## src/rtl/uart_cmd_ctrl_if.sv

```systemverilog
// Byte-stream and register-write signals between the UART receiver, the
// command-frame controller and the register file it writes.
interface uart_cmd_ctrl_if;
  // i_rcv is a one-cycle strobe with no back-pressure: each cycle it is high,
  // i_data carries one byte that the controller must take on that edge.
  logic [7:0] i_data;
  logic       i_rcv;
  logic       i_clr_err;
  logic       o_wr;
  logic [7:0] o_addr;
  logic [7:0] o_wdata;
  logic       o_err;
  logic [7:0] o_err_cnt;
  logic       o_busy;
  logic [1:0] dbg_state;

  modport master (
    output i_data, i_rcv, i_clr_err,
    input  o_wr, o_addr, o_wdata, o_err, o_err_cnt, o_busy, dbg_state
  );

  modport slave (
    input  i_data, i_rcv, i_clr_err,
    output o_wr, o_addr, o_wdata, o_err, o_err_cnt, o_busy, dbg_state
  );
endinterface

```

## src/rtl/uart_cmd_ctrl.sv

```systemverilog
// Parses sync/address/data/checksum frames from a UART byte stream into
// single-cycle register writes; flags and counts checksum errors and timeouts.
module uart_cmd_ctrl #(
    parameter logic [7:0] SYNC_BYTE = 8'hA5,
    parameter int          TIMEOUT   = 4096
) (
    input logic             clk,
    input logic             rstn,
    uart_cmd_ctrl_if.slave  bus
);

    typedef enum logic [1:0] {SYNC, ADDR, DATA, CSUM} state_t;

    localparam logic [15:0] TMO_LAST = 16'(TIMEOUT - 1);

    state_t      state;
    logic [15:0] timer;
    logic [7:0]  addr_r;
    logic [7:0]  data_r;
    logic        csum_bad;
    logic        tmo;
    logic        err_now;

    assign csum_bad = (state == CSUM) && bus.i_rcv &&
                      (bus.i_data != (SYNC_BYTE ^ addr_r ^ data_r));
    // An arriving byte always beats the timeout on the same edge.
    assign tmo      = (state != SYNC) && !bus.i_rcv && (timer == TMO_LAST);
    assign err_now  = csum_bad || tmo;

    assign bus.o_busy    = (state != SYNC);
    assign bus.dbg_state = state;

    always_ff @(posedge clk or negedge rstn) begin
        if (!rstn) begin
            state         <= SYNC;
            timer         <= '0;
            addr_r        <= '0;
            data_r        <= '0;
            bus.o_wr      <= 1'b0;
            bus.o_addr    <= '0;
            bus.o_wdata   <= '0;
            bus.o_err     <= 1'b0;
            bus.o_err_cnt <= '0;
        end else begin
            bus.o_wr  <= 1'b0;
            bus.o_err <= err_now;

            if (bus.i_clr_err)
                bus.o_err_cnt <= '0;
            else if (err_now && bus.o_err_cnt != 8'hFF)
                bus.o_err_cnt <= bus.o_err_cnt + 8'd1;

            if (state == SYNC) begin
                timer <= '0;
                if (bus.i_rcv && bus.i_data == SYNC_BYTE)
                    state <= ADDR;
            end else if (bus.i_rcv) begin
                timer <= '0;
                case (state)
                    ADDR: begin
                        addr_r <= bus.i_data;
                        state  <= DATA;
                    end
                    DATA: begin
                        data_r <= bus.i_data;
                        state  <= CSUM;
                    end
                    default: begin
                        if (!csum_bad) begin
                            bus.o_wr    <= 1'b1;
                            bus.o_addr  <= addr_r;
                            bus.o_wdata <= data_r;
                        end
                        state <= SYNC;
                    end
                endcase
            end else if (tmo) begin
                timer <= '0;
                state <= SYNC;
            end else begin
                timer <= timer + 16'd1;
            end
        end
    end

endmodule

```

## src/flat_wrapper.sv

```systemverilog
// flat-port wrapper written by rule: the top's interface ports become plain ports
module uart_cmd_ctrl_flat 
#(
    parameter logic [7:0] SYNC_BYTE = 8'hA5,
    parameter int          TIMEOUT   = 4096
)
  (clk, rstn, bus_i_data, bus_i_rcv, bus_i_clr_err, bus_o_wr, bus_o_addr, bus_o_wdata, bus_o_err, bus_o_err_cnt, bus_o_busy, bus_dbg_state);
  uart_cmd_ctrl_if bus_i ();
  input logic clk;
  input logic rstn;
  input wire logic [$bits(bus_i.i_data)-1:0] bus_i_data;
  input wire logic [$bits(bus_i.i_rcv)-1:0] bus_i_rcv;
  input wire logic [$bits(bus_i.i_clr_err)-1:0] bus_i_clr_err;
  output wire logic [$bits(bus_i.o_wr)-1:0] bus_o_wr;
  output wire logic [$bits(bus_i.o_addr)-1:0] bus_o_addr;
  output wire logic [$bits(bus_i.o_wdata)-1:0] bus_o_wdata;
  output wire logic [$bits(bus_i.o_err)-1:0] bus_o_err;
  output wire logic [$bits(bus_i.o_err_cnt)-1:0] bus_o_err_cnt;
  output wire logic [$bits(bus_i.o_busy)-1:0] bus_o_busy;
  output wire logic [$bits(bus_i.dbg_state)-1:0] bus_dbg_state;
  assign bus_i.i_data = bus_i_data;
  assign bus_i.i_rcv = bus_i_rcv;
  assign bus_i.i_clr_err = bus_i_clr_err;
  assign bus_o_wr = bus_i.o_wr;
  assign bus_o_addr = bus_i.o_addr;
  assign bus_o_wdata = bus_i.o_wdata;
  assign bus_o_err = bus_i.o_err;
  assign bus_o_err_cnt = bus_i.o_err_cnt;
  assign bus_o_busy = bus_i.o_busy;
  assign bus_dbg_state = bus_i.dbg_state;
  uart_cmd_ctrl #(.SYNC_BYTE(SYNC_BYTE), .TIMEOUT(TIMEOUT)) u_core (.clk(clk), .rstn(rstn), .bus(bus_i));
endmodule
```

## config.mk

```make
export PLATFORM = sky130hd
export DESIGN_NAME = uart_cmd_ctrl_flat
export DESIGN_NICKNAME = d
export VERILOG_FILES = /design/src/rtl/uart_cmd_ctrl_if.sv /design/src/rtl/uart_cmd_ctrl.sv /design/src/flat_wrapper.sv
export SDC_FILE = /design/constraint.sdc
export NUM_CORES = 1
export LEC_CHECK = 0
export BUFFER_PORTS_ARGS = -buffer_cell sky130_fd_sc_hd__buf_2
export CAP_MARGIN = 10
export CORE_MARGIN = 5
export CORE_UTILIZATION = 46
export CTS_BUF_LIST = sky130_fd_sc_hd__clkbuf_8
export DETAILED_ROUTE_END_ITERATION = 12
export PLACE_DENSITY = 0.66
export RECOVER_POWER = 25
export SLEW_MARGIN = 10
export SYNTH_ARGS = -nofsm -noshare
export SYNTH_HDL_FRONTEND = slang
export SYNTH_SLANG_ARGS = --single-unit
```

## constraint.sdc

```tcl
create_clock -name clk -period 3.4 [get_ports clk]
set_input_delay 0.17 -clock clk [delete_from_list [all_inputs] [get_ports clk]]
set_output_delay 0.17 -clock clk [all_outputs]
set_load 0.01 [all_outputs]
```

==> flow_summary_export.csv <==
group,metric,value,unit
grt,grtUsageMet1,21.5,%
final_layout,nFillCells,559,
worst_setup_path,crit_family,"simple AND/OR/NAND/NOR gates",
worst_setup_path,crit_type,"register to register",
worst_setup_path,reg2reg_slack,0.97,ns
floorplan,initial_utilization,46.7,%
floorplan,dieArea,8080,sq um
clock_network,clockBufferDepth,2,
final_layout,num-nets-final,298,
worst_setup_path,worst_ep_required_time,3.61,ns
status,violations,"capacitance limit, slew limit",
worst_setup_path,r2r_cells,5,
sta,fin_tns_setup,0,ns
sta,finalCritPeriodShare,71.4,%
status,outcome,"finished, violations left",
route,wl,5.46,mm
route,routed_via_density,5.25,
min_path,hold_class,"input pin to register",
sta,rsz0062_at_grt,"false",
pwr,p_leak,1.56,nW
sta,maxSlewViolCount,41,
worst_setup_path,cp.buffers_inverters,0,
pwr,p_sw,0.000801,W
floorplan,chipHeight,89.9,um
final_layout,num_antenna_cells,0,
synth,yosysSeqAreaShare,51.2,%
final_layout,final_cell_mix,"dfrtp_1, mux2_2, clkbuf_1, nor2_1, nand2_1",
sta,slew_headroom,-39.4,%
grt,grt_util_met3,4.84,%
clock_network,postCtsSetupRepairBufs,0,
sta,final.min_clock_period,2.43,ns
clock_network,h-tree-depth,3,
synth,synthesis.nets,249,
worst_setup_path,crit_arrival,2.64,ns
grt,met2_usage,20.4,%
final_layout,area_delta_synth_final,15.2,%
clock_network,ctsRootBufferMaster,"clkbuf_8",
sta,max_freq,0.412,GHz
synth,ys_ff_latch,60,
grt,antenna_found_initial,0,
pwr,p_per_area,783,nW/um^2
route,drt_first_pass_iters,4,
synth,synth_warnings,0,
min_path,hold_start,"bus_i_data[3]",
grt,grt_busiest_layer,"met1",
placement,gp_congestion,0.744,
grt,grt_usage,15.0,%
sta,tightest_slew,2.09,ns
grt,grt_pass1_wl,9.68,mm
worst_setup_path,cp_slowest_cell,"or4_4",
placement,dp_cells,345,
route,drt_iter0_drc,86,
worst_setup_path,path_cells,"xnor3_1 > or4_4 > o211ai_4 > nand3b_4 > mux2_4",
worst_setup_path,r2r_end,"u_core.bus.o_wdata[4]$_DFFE_PN0P_",
floorplan,coreArea,6280,sq um
synth,synth.avg_cell_area,12.7,sq um
pwr,seqPwrFrac,41.4,%
clock_network,worstSkewPairLatency,0.33,ns
placement,hpwl,3.93,mm
placement,portBuffers,40,
grt,grt_max_degree,41,
final_layout,final-instance-count-excl-fill,361,
route,num_vias,1896,
pwr,power.share.clock,23.3,%
pwr,combPwrFrac,35.3,%
sta,setup_viol,0,
clock_network,cts_buffers,9,
grt,grt_overflow,0,
worst_setup_path,end_kind,"register",
worst_setup_path,slowest_delay,0.56,ns
clock_network,cts_tree,"built",
sta,fin_skew,0.0100,ns
floorplan,pin_count,41,
floorplan,die_w,89.9,um
floorplan,rows,29,
final_layout,final_common_cell,"dfrtp_1",
pwr,p_int,0.00184,W
pwr,total_power,0.00264,W
clock_network,path_clk_slew,0.07,ns
synth,synth_area,2930,sq um
worst_setup_path,crit_fanout,17,
pwr,p_sw_share,30.3,%
grt,grt_pass1_vias,1898,
worst_setup_path,r2r-start,"u_core.addr_r[7]$_DFFE_PN0P_",
synth,ys_types,34,
min_path,holdPathEnd,"u_core.data_r[3]$_DFFE_PN0P_",
synth,syn_inst,231,
min_path,hold_depth,2,
worst_setup_path,startpoint_type,"register",
sta,hold_violations,0,
clock_network,clock-sinks,60,
final_layout,drive_above_1_share,24.6,%
route,drc_errors,0,
route,avgRoutedWirePerCell,15.1,um
pwr,ir_worst_vdd,0.000587,V
flow_run,maxCapViolations,1,
route,drtAntennaViolNets,0,
-- power by group through the flow --
stage	registers, W	logic [W]	clock network (W)
global route	0.00113	0.00102	0.000672
global placement	0.00109	0.000954	0
floorplan	0.00113	0.000685	0
CTS	0.00109	0.000981	0.000637
detailed placement	0.00111	0.000974	0
finish	0.00110	0.000933	0.000616
-- layout make-up --
cell class,instances,area (sq um),area share [%]
flip-flops and latches,60,1500,44.4
multi-input cells,161,1390,41.1
repair buffers,42,181,5.37
clock buffers,10,138,4.07
well taps,77,96.3,2.85
clock inverters,5,52.6,1.55
inverters,6,22.5,0.666
-- metal layers --
layer | part of all wire [%] | vias up
li1 | - | 925
met1 | 48 | 923
met2 | 45 | 41
met3 | 4.7 | 7
met4 | 1.4 | 0
met5 | 0 | -
-- synthesized netlist by cell type --
cell type	n	area, sq um
dfrtp_1	60	1500
nor3_1	1	5.00
and2_1	1	6.26
nand2_1	12	45.0
nor4_1	1	6.26
xor2_1	8	70.1
mux2_2	30	338
a211oi_1	1	7.51
nand3b_4	1	20.0
inv_1	6	22.5
nor4bb_1	1	10.0
a21oi_1	11	55.1
nand4_1	8	50.1
o2111ai_1	2	17.5
a21bo_2	1	10.0
a32o_1	1	10.0
mux2i_1	1	10.0
ha_1	6	75.1
o211ai_4	1	21.3
mux2_4	9	135
nand4b_1	1	8.76
nor2_1	19	71.3
buf_6	1	11.3
and4_1	3	26.3
nand2b_1	3	18.8
xnor2_1	2	17.5
or4_4	1	11.3
xnor3_1	8	180
clkbuf_1	3	11.3
o21ai_0	5	25.0
and3_1	4	25.0
nand3_1	6	30.0
or3_1	4	25.0
nor2b_1	9	56.3
-- what timing repair did --
action / in CTS / in global routing
hold buffers: 1 / 0
gates resized for setup: 0 / 0
hold endpoints to repair: 39 / 0
-- worst register-to-register path, cell delays in order, from the launching register on --
cell and delay, ns:
dfrtp_1 0.36, xnor3_1 0.39, or4_4 0.56, o211ai_4 0.29, nand3b_4 0.32, mux2_4 0.40
-- flip-flops by register name (all words and copies together) (netlist names) --
signal	cells
u_core.addr_r	8
u_core.bus.o_wr	1
u_core.bus.dbg_state	2
u_core.timer	16
u_core.data_r	8
u_core.bus.o_addr	8
u_core.bus.o_err_cnt	8
u_core.bus.o_err	1
u_core.bus.o_wdata	8
-- how the worst max path moves through the flow --
| stage | start | to | slack (ns) | cells past startpoint |
|---|---|---|---|---|
| detailed placement | u_core.addr_r[7]$_DFFE_PN0P_ | u_core.bus.o_wdata[4]$_DFFE_PN0P_ | 0.95 | 5 |
| global route | rstn | u_core.bus.o_addr[6]$_DFFE_PN0P_ | 0.65 | 2 |
| finish | u_core.addr_r[7]$_DFFE_PN0P_ | u_core.bus.o_wdata[4]$_DFFE_PN0P_ | 0.97 | 5 |
| global placement | u_core.addr_r[7]$_DFFE_PN0P_ | u_core.bus.o_wdata[1]$_DFFE_PN0P_ | 1.00 | 5 |
| floorplan | u_core.addr_r[7]$_DFFE_PN0P_ | u_core.bus.o_addr[7]$_DFFE_PN0P_ | 1.13 | 6 |
| CTS | u_core.addr_r[7]$_DFFE_PN0P_ | u_core.bus.o_wdata[4]$_DFFE_PN0P_ | 0.95 | 5 |
-- logic make-up after synthesis --
logic type	synth area share (%)
AND/OR/NAND/NOR	14.2
flip-flops	51.2
multiplexers	16.5
AO/OA/AOI/OAI	4.99
XOR/XNOR	9.13
buffers and inverters	1.54
adder cells (fa/ha/maj)	2.56
-- through the flow --
stage	hold slack, ns	instance area (sq um)	util (%)	setup slack [ns]
2_1_floorplan	-0.126	2930	-	1.13
3_3_place_gp	0.341	3220	51.2	1.00
3_5_place_dp	0.347	3220	51.2	0.952
4_1_cts	0.0980	3420	54.4	0.947
5_1_grt	0.109	3380	53.8	0.653
6_report	0.117	3380	53.8	0.971
Note: power is estimated with default switching activity, not from simulation.
